===== src/rtl/serial_101_tx_if.sv =====
// Load handshake and serial output bundle for serial_101_tx.
// The transmitter uses the slave modport; whatever feeds it words uses the master modport.
interface serial_101_tx_if #(
  parameter int unsigned WIDTH = 8
);
  logic             load_valid;
  logic             load_ready;
  logic [WIDTH-1:0] load_data;
  logic             d;
  logic             d_valid;
  logic             done;

  modport master (
    output load_valid, load_data,
    input  load_ready, d, d_valid, done
  );

  modport slave (
    input  load_valid, load_data,
    output load_ready, d, d_valid, done
  );
endinterface


===== src/rtl/serial_101_tx.sv =====
// Serial frame transmitter: "101" preamble, payload MSB-first, optional even parity, idle gap.
// Define SERIAL_101_TX_PARITY_EN to append the even-parity bit after the payload.
module serial_101_tx #(
  parameter int unsigned WIDTH      = 8,
  parameter int unsigned GAP_CYCLES = 2
) (
  input logic           clk,
  input logic           rst,
  serial_101_tx_if.slave bus
);
  localparam int unsigned MAX_CNT = (WIDTH > GAP_CYCLES) ? WIDTH : GAP_CYCLES;
  localparam int unsigned CW_RAW  = $clog2(MAX_CNT + 1);
  // The preamble counter must reach 2 even for the smallest WIDTH/GAP_CYCLES.
  localparam int unsigned CW      = (CW_RAW < 2) ? 2 : CW_RAW;

  typedef enum logic [2:0] {
    IDLE,
    PRE,
    DATA,
`ifdef SERIAL_101_TX_PARITY_EN
    PAR,
`endif
    GAP
  } state_t;

  state_t           state_q, state_n;
  logic [WIDTH-1:0] sh_q, sh_n;
  logic [CW-1:0]    cnt_q, cnt_n;
  logic             d_q, d_n;
  logic             dv_q, dv_n;
  logic             done_q, done_n;
  logic             ready_q, ready_n;
`ifdef SERIAL_101_TX_PARITY_EN
  logic             par_q, par_n;
`endif

  // Next state plus the output values that state will present after the edge.
  always_comb begin
    state_n = state_q;
    sh_n    = sh_q;
    cnt_n   = cnt_q;
    d_n     = 1'b0;
    dv_n    = 1'b0;
    done_n  = 1'b0;
    ready_n = 1'b0;
`ifdef SERIAL_101_TX_PARITY_EN
    par_n   = par_q;
`endif
    case (state_q)
      IDLE: begin
        ready_n = 1'b1;
        if (bus.load_valid) begin
          sh_n    = bus.load_data;
          cnt_n   = '0;
          state_n = PRE;
          ready_n = 1'b0;
          dv_n    = 1'b1;
          d_n     = 1'b1;
`ifdef SERIAL_101_TX_PARITY_EN
          par_n   = ^bus.load_data;
`endif
        end
      end
      PRE: begin
        dv_n = 1'b1;
        if (cnt_q == CW'(2)) begin
          state_n = DATA;
          cnt_n   = '0;
          d_n     = sh_q[WIDTH-1];
        end else begin
          cnt_n = cnt_q + CW'(1);
          d_n   = (cnt_q == CW'(1));
        end
      end
      DATA: begin
        if (cnt_q == CW'(WIDTH - 1)) begin
          cnt_n = '0;
`ifdef SERIAL_101_TX_PARITY_EN
          state_n = PAR;
          dv_n    = 1'b1;
          d_n     = par_q;
`else
          state_n = GAP;
          done_n  = 1'b1;
`endif
        end else begin
          cnt_n = cnt_q + CW'(1);
          sh_n  = sh_q << 1;
          dv_n  = 1'b1;
          d_n   = sh_n[WIDTH-1];
        end
      end
`ifdef SERIAL_101_TX_PARITY_EN
      PAR: begin
        state_n = GAP;
        cnt_n   = '0;
        done_n  = 1'b1;
      end
`endif
      GAP: begin
        if (cnt_q == CW'(GAP_CYCLES - 1)) begin
          state_n = IDLE;
          cnt_n   = '0;
          ready_n = 1'b1;
        end else begin
          cnt_n = cnt_q + CW'(1);
        end
      end
      default: begin
        state_n = IDLE;
        cnt_n   = '0;
        ready_n = 1'b1;
      end
    endcase
  end

  always_ff @(posedge clk) begin
    if (rst) begin
      state_q <= IDLE;
      sh_q    <= '0;
      cnt_q   <= '0;
      d_q     <= 1'b0;
      dv_q    <= 1'b0;
      done_q  <= 1'b0;
      ready_q <= 1'b1;
`ifdef SERIAL_101_TX_PARITY_EN
      par_q   <= 1'b0;
`endif
    end else begin
      state_q <= state_n;
      sh_q    <= sh_n;
      cnt_q   <= cnt_n;
      d_q     <= d_n;
      dv_q    <= dv_n;
      done_q  <= done_n;
      ready_q <= ready_n;
`ifdef SERIAL_101_TX_PARITY_EN
      par_q   <= par_n;
`endif
    end
  end

  assign bus.load_ready = ready_q;
  assign bus.d          = d_q;
  assign bus.d_valid    = dv_q;
  assign bus.done       = done_q;
endmodule


===== src/flat_wrapper.sv =====
// flat-port wrapper written by rule: the top's interface ports become plain ports
module serial_101_tx_flat 
#(
  parameter int unsigned WIDTH      = 8,
  parameter int unsigned GAP_CYCLES = 2
)
  (clk, rst, bus_load_valid, bus_load_data, bus_load_ready, bus_d, bus_d_valid, bus_done);
  serial_101_tx_if #(.WIDTH(WIDTH)) bus_i ();
  input logic clk;
  input logic rst;
  input wire logic [$bits(bus_i.load_valid)-1:0] bus_load_valid;
  input wire logic [$bits(bus_i.load_data)-1:0] bus_load_data;
  output wire logic [$bits(bus_i.load_ready)-1:0] bus_load_ready;
  output wire logic [$bits(bus_i.d)-1:0] bus_d;
  output wire logic [$bits(bus_i.d_valid)-1:0] bus_d_valid;
  output wire logic [$bits(bus_i.done)-1:0] bus_done;
  assign bus_i.load_valid = bus_load_valid;
  assign bus_i.load_data = bus_load_data;
  assign bus_load_ready = bus_i.load_ready;
  assign bus_d = bus_i.d;
  assign bus_d_valid = bus_i.d_valid;
  assign bus_done = bus_i.done;
  serial_101_tx #(.WIDTH(WIDTH), .GAP_CYCLES(GAP_CYCLES)) u_core (.clk(clk), .rst(rst), .bus(bus_i));
endmodule

===== config.mk =====
export PLATFORM = sky130hd
export DESIGN_NAME = serial_101_tx_flat
export DESIGN_NICKNAME = d
export VERILOG_FILES = /design/src/rtl/serial_101_tx_if.sv /design/src/rtl/serial_101_tx.sv /design/src/flat_wrapper.sv
export SDC_FILE = /design/constraint.sdc
export NUM_CORES = 1
export LEC_CHECK = 0
export CORE_UTILIZATION = 55
export CTS_BUF_LIST = sky130_fd_sc_hd__clkbuf_8
export DETAILED_ROUTE_END_ITERATION = 7
export GPL_ROUTABILITY_DRIVEN = 0
export PLACE_DENSITY = 0.85
export SLEW_MARGIN = 40
export SYNTH_ARGS = -nofsm -noshare
export SYNTH_HDL_FRONTEND = slang
export SYNTH_SLANG_ARGS = --single-unit

===== constraint.sdc =====
create_clock -name clk -period 2.3 [get_ports clk]
set_input_delay 0.575 -clock clk [delete_from_list [all_inputs] [get_ports clk]]
set_output_delay 0.575 -clock clk [all_outputs]
set_load 0.02 [all_outputs]

==> flow_metrics.py <==
metrics = {
    "timing": {
        "clock.fmax_ghz": 0.524,
        "min_period_ps": 1910,
        "rsz0062_at_grt": "no",
        "setup_violations": 0,
        "fin_tns_setup_ps": 0,
        "fin_ws_ps": 391,
        "period_share_pct": 83.0,
        "slew_headroom_pct": 71.2,
        "skew_ps": 5.17,
        "slew_viol_final": 0,
        "tightest_slew_ps": 431,
        "hold_violations": 0,
    },
    "placement": {
        "port_buffers": 14,
        "dp_hpwl_um": 1460,
        "dp_worst_setup_slack_ps": 138,
        "dp.cells": 139,
    },
    "power": {
        "power.total_uw": 1370,
        "power.density_mw_per_mm2": 1120,
        "p_leak_uw": 0.000491,
        "vdd_drop_max_mv": 0.760,
    },
    "drt": {
        "routed_wl_um": 2010,
        "ant_nets": 0,
        "via_per_inst": 5.73,
        "wl_per_cell_um": 14.0,
        "dr.pass1.iters": 4,
        "drc": 0,
        "drt-initial-drc-count": 14,
        "dr_total_vias": 819,
    },
    "setup_path": {
        "r2r_setup_slack_ps": 450,
        "ff2ff_path_depth": 6,
        "end_kind": "flip-flop",
        "path_delay_family": "compound AO/OA/AOI/OAI gates",
        "reg2reg_to": "u_core.sh_q[2]$_SDFFE_PP0P_",
        "critPathBufInv": 1,
        "cp.arrival_ps": 2070,
        "slowest_delay_ps": 520,
        "critPathSlowestCell": "clkdlybuf4s50_1",
        "cp_max_fo": 16,
        "r2r_start": "u_core.state_q[0]$_SDFFE_PP0P_",
        "crit_path_start_kind": "primary input",
        "cp.required_ps": 2470,
        "cp_cell_sequence": "clkdlybuf4s50_1 -> nand2b_2 -> o211a_1 -> nor2_1 -> a211oi_1",
        "critPathKind": "primary input to flip-flop",
    },
    "layout": {
        "seq_area_um2": 360,
        "multi_input_area_um2": 602,
        "diodes": 0,
        "syn_to_final_growth_pct": 22.5,
        "layout-drive-gt1-share_pct": 12.7,
        "final_cell_mix": "dfxtp_1 (18), clkdlybuf4s50_1 (14), nor2_1 (11), a211oi_1 (11), ha_1 (8)",
        "stdcell_count": 143,
        "final_common_cell": "dfxtp_1",
        "fin_nets": 138,
        "nFillCells": 128,
    },
    "logic_synthesis": {
        "yosysUniqueCellTypes": 35,
        "syn_area_um2": 995,
        "ys_seq_elements": 18,
        "ys_seq_area_share_pct": 36.2,
        "synth_edf_count": 0,
        "syn_avg_cell_area_um2": 9.75,
        "netlist_instances": 102,
        "syn_nets": 121,
        "synth_top_flop_cell": "dfxtp_1",
        "async_reset_ff_share_pct": 0,
        "yosys_warnings": 0,
    },
    "die": {
        "io-pin-count": 15,
        "die_h_um": 44.5,
        "core_area_mm2": 0.00171,
        "start_util_pct": 58.2,
        "core.rowCount": 15,
        "dieWidth_um": 44.5,
        "dieArea_mm2": 0.00198,
    },
    "clock_network": {
        "ctsHoldBuffers": 0,
        "cts_inserted_buffers": 3,
        "htree_num_levels": 1,
        "post_cts_buffers": 0,
        "cts_resized": 0,
        "cts_buffer_depth": 2,
        "clk_pin_slew_ps": 60,
        "cts_root_buffer": "clkbuf_8",
        "clock_latency_ps": 260,
        "clock-sinks": 18,
        "tritoncts": "done",
    },
    "run_status": {
        "status": "finished clean",
    },
    "run": {
        "max_cap_viol_count": 0,
    },
    "global_routing": {
        "grt.overflow.total": 0,
        "grt_util_all_layers_pct": 23.8,
        "grt_max_degree": 18,
        "grt_pass1_wl_um": 3330,
        "first_global_vias": 751,
        "antenna_found_initial": 0,
    },
    "min_path": {
        "min_path_cells": 2,
        "hp-class": "flip-flop to flip-flop",
        "min_to": "u_core.sh_q[0]$_SDFFE_PP0P_",
        "hold_path_startpoint": "u_core.sh_q[0]$_SDFFE_PP0P_",
    },
}
[tightest hold or removal path, cell delays in order, from the launching register on]
cell and delay, ps:
dfxtp_1 310, nand2b_1 70, a21oi_1 50
[Yosys cell counts (2+ instances only)]
cell | instances | area [um^2]
clkbuf_1 | 2 | 7.51
nand2_1 | 5 | 18.8
inv_1 | 4 | 15.0
a22oi_1 | 2 | 15.0
dfxtp_1 | 18 | 360
mux2i_1 | 7 | 70.1
a21oi_1 | 4 | 20.0
ha_1 | 8 | 100
nor2_1 | 11 | 41.3
buf_2 | 2 | 10.0
nand3_1 | 2 | 10.0
a211oi_1 | 11 | 82.6
nand4b_1 | 2 | 17.5
nor2b_1 | 3 | 18.8
[worst max-delay path by stage]
stage / from / end / slack [ps] / cells after the start
5_1_grt: bus_load_valid / u_core.sh_q[4]$_SDFFE_PP0P_ / 190 / 5
4_1_cts: bus_load_valid / u_core.sh_q[1]$_SDFFE_PP0P_ / 390 / 5
2_1_floorplan: u_core.state_q[0]$_SDFFE_PP0P_ / u_core.sh_q[2]$_SDFFE_PP0P_ / 720 / 7
3_3_place_gp: bus_load_valid / u_core.sh_q[5]$_SDFFE_PP0P_ / 220 / 5
6_report: bus_load_valid / u_core.sh_q[2]$_SDFFE_PP0P_ / 390 / 5
3_5_place_dp: bus_load_valid / u_core.sh_q[2]$_SDFFE_PP0P_ / 140 / 5
[state kept, by name, indices dropped and copies added (netlist names)]
name	count
u_core.sh_q	8
u_core.bus.done	1
u_core.bus.load_ready	1
u_core.state_q	2
u_core.cnt_q	4
u_core.bus.d	1
u_core.bus.d_valid	1
[area by class of cell]
| type | instances | share of cell area [%] |
|---|---|---|
| tap | 25 | 2.57 |
| sequential | 18 | 29.6 |
| clock buffer | 4 | 4.52 |
| multi-input combinational | 76 | 49.4 |
| inverter | 4 | 1.23 |
| timing repair buffer | 16 | 12.7 |
[stage by stage]
stage | hold WS (ps) | utilization, % | instance area, um^2
after CTS | 472 | 71.4 | 1220
after global routing | 490 | 71.4 | 1220
after floorplan | 445 | - | 995
after global placement | 468 | 68.1 | 1160
after detailed placement | 460 | 68.1 | 1160
final | 476 | 71.4 | 1220
[report_power, final]
group | leakage [uW] | internal [uW] | switching (uW)
registers | 0.000148 | 415 | 64.0
clock network | 0.0000288 | 152 | 110
logic | 0.000314 | 277 | 347
[cell families (layout without fill, tap and decap cells)]
group                    Yosys count  count (layout)  synth area share (%)
AO/OA/AOI/OAI                     30              30                  25.5
AND/OR/NAND/NOR                   30              30                  16.7
flip-flops                        18              18                  36.2
adder cells (fa/ha/maj)            8               8                  10.1
multiplexers                       8               8                  8.18
buffers and inverters              8              24                  3.27
[per-layer routing]
metal | track usage (%) | wire, um
met1 | 28.6 | 871
met2 | 36.5 | 998
met5 | 0 | 0
met3 | 7.35 | 81
met4 | 15.2 | 54
(Power assumes the default switching activity.)
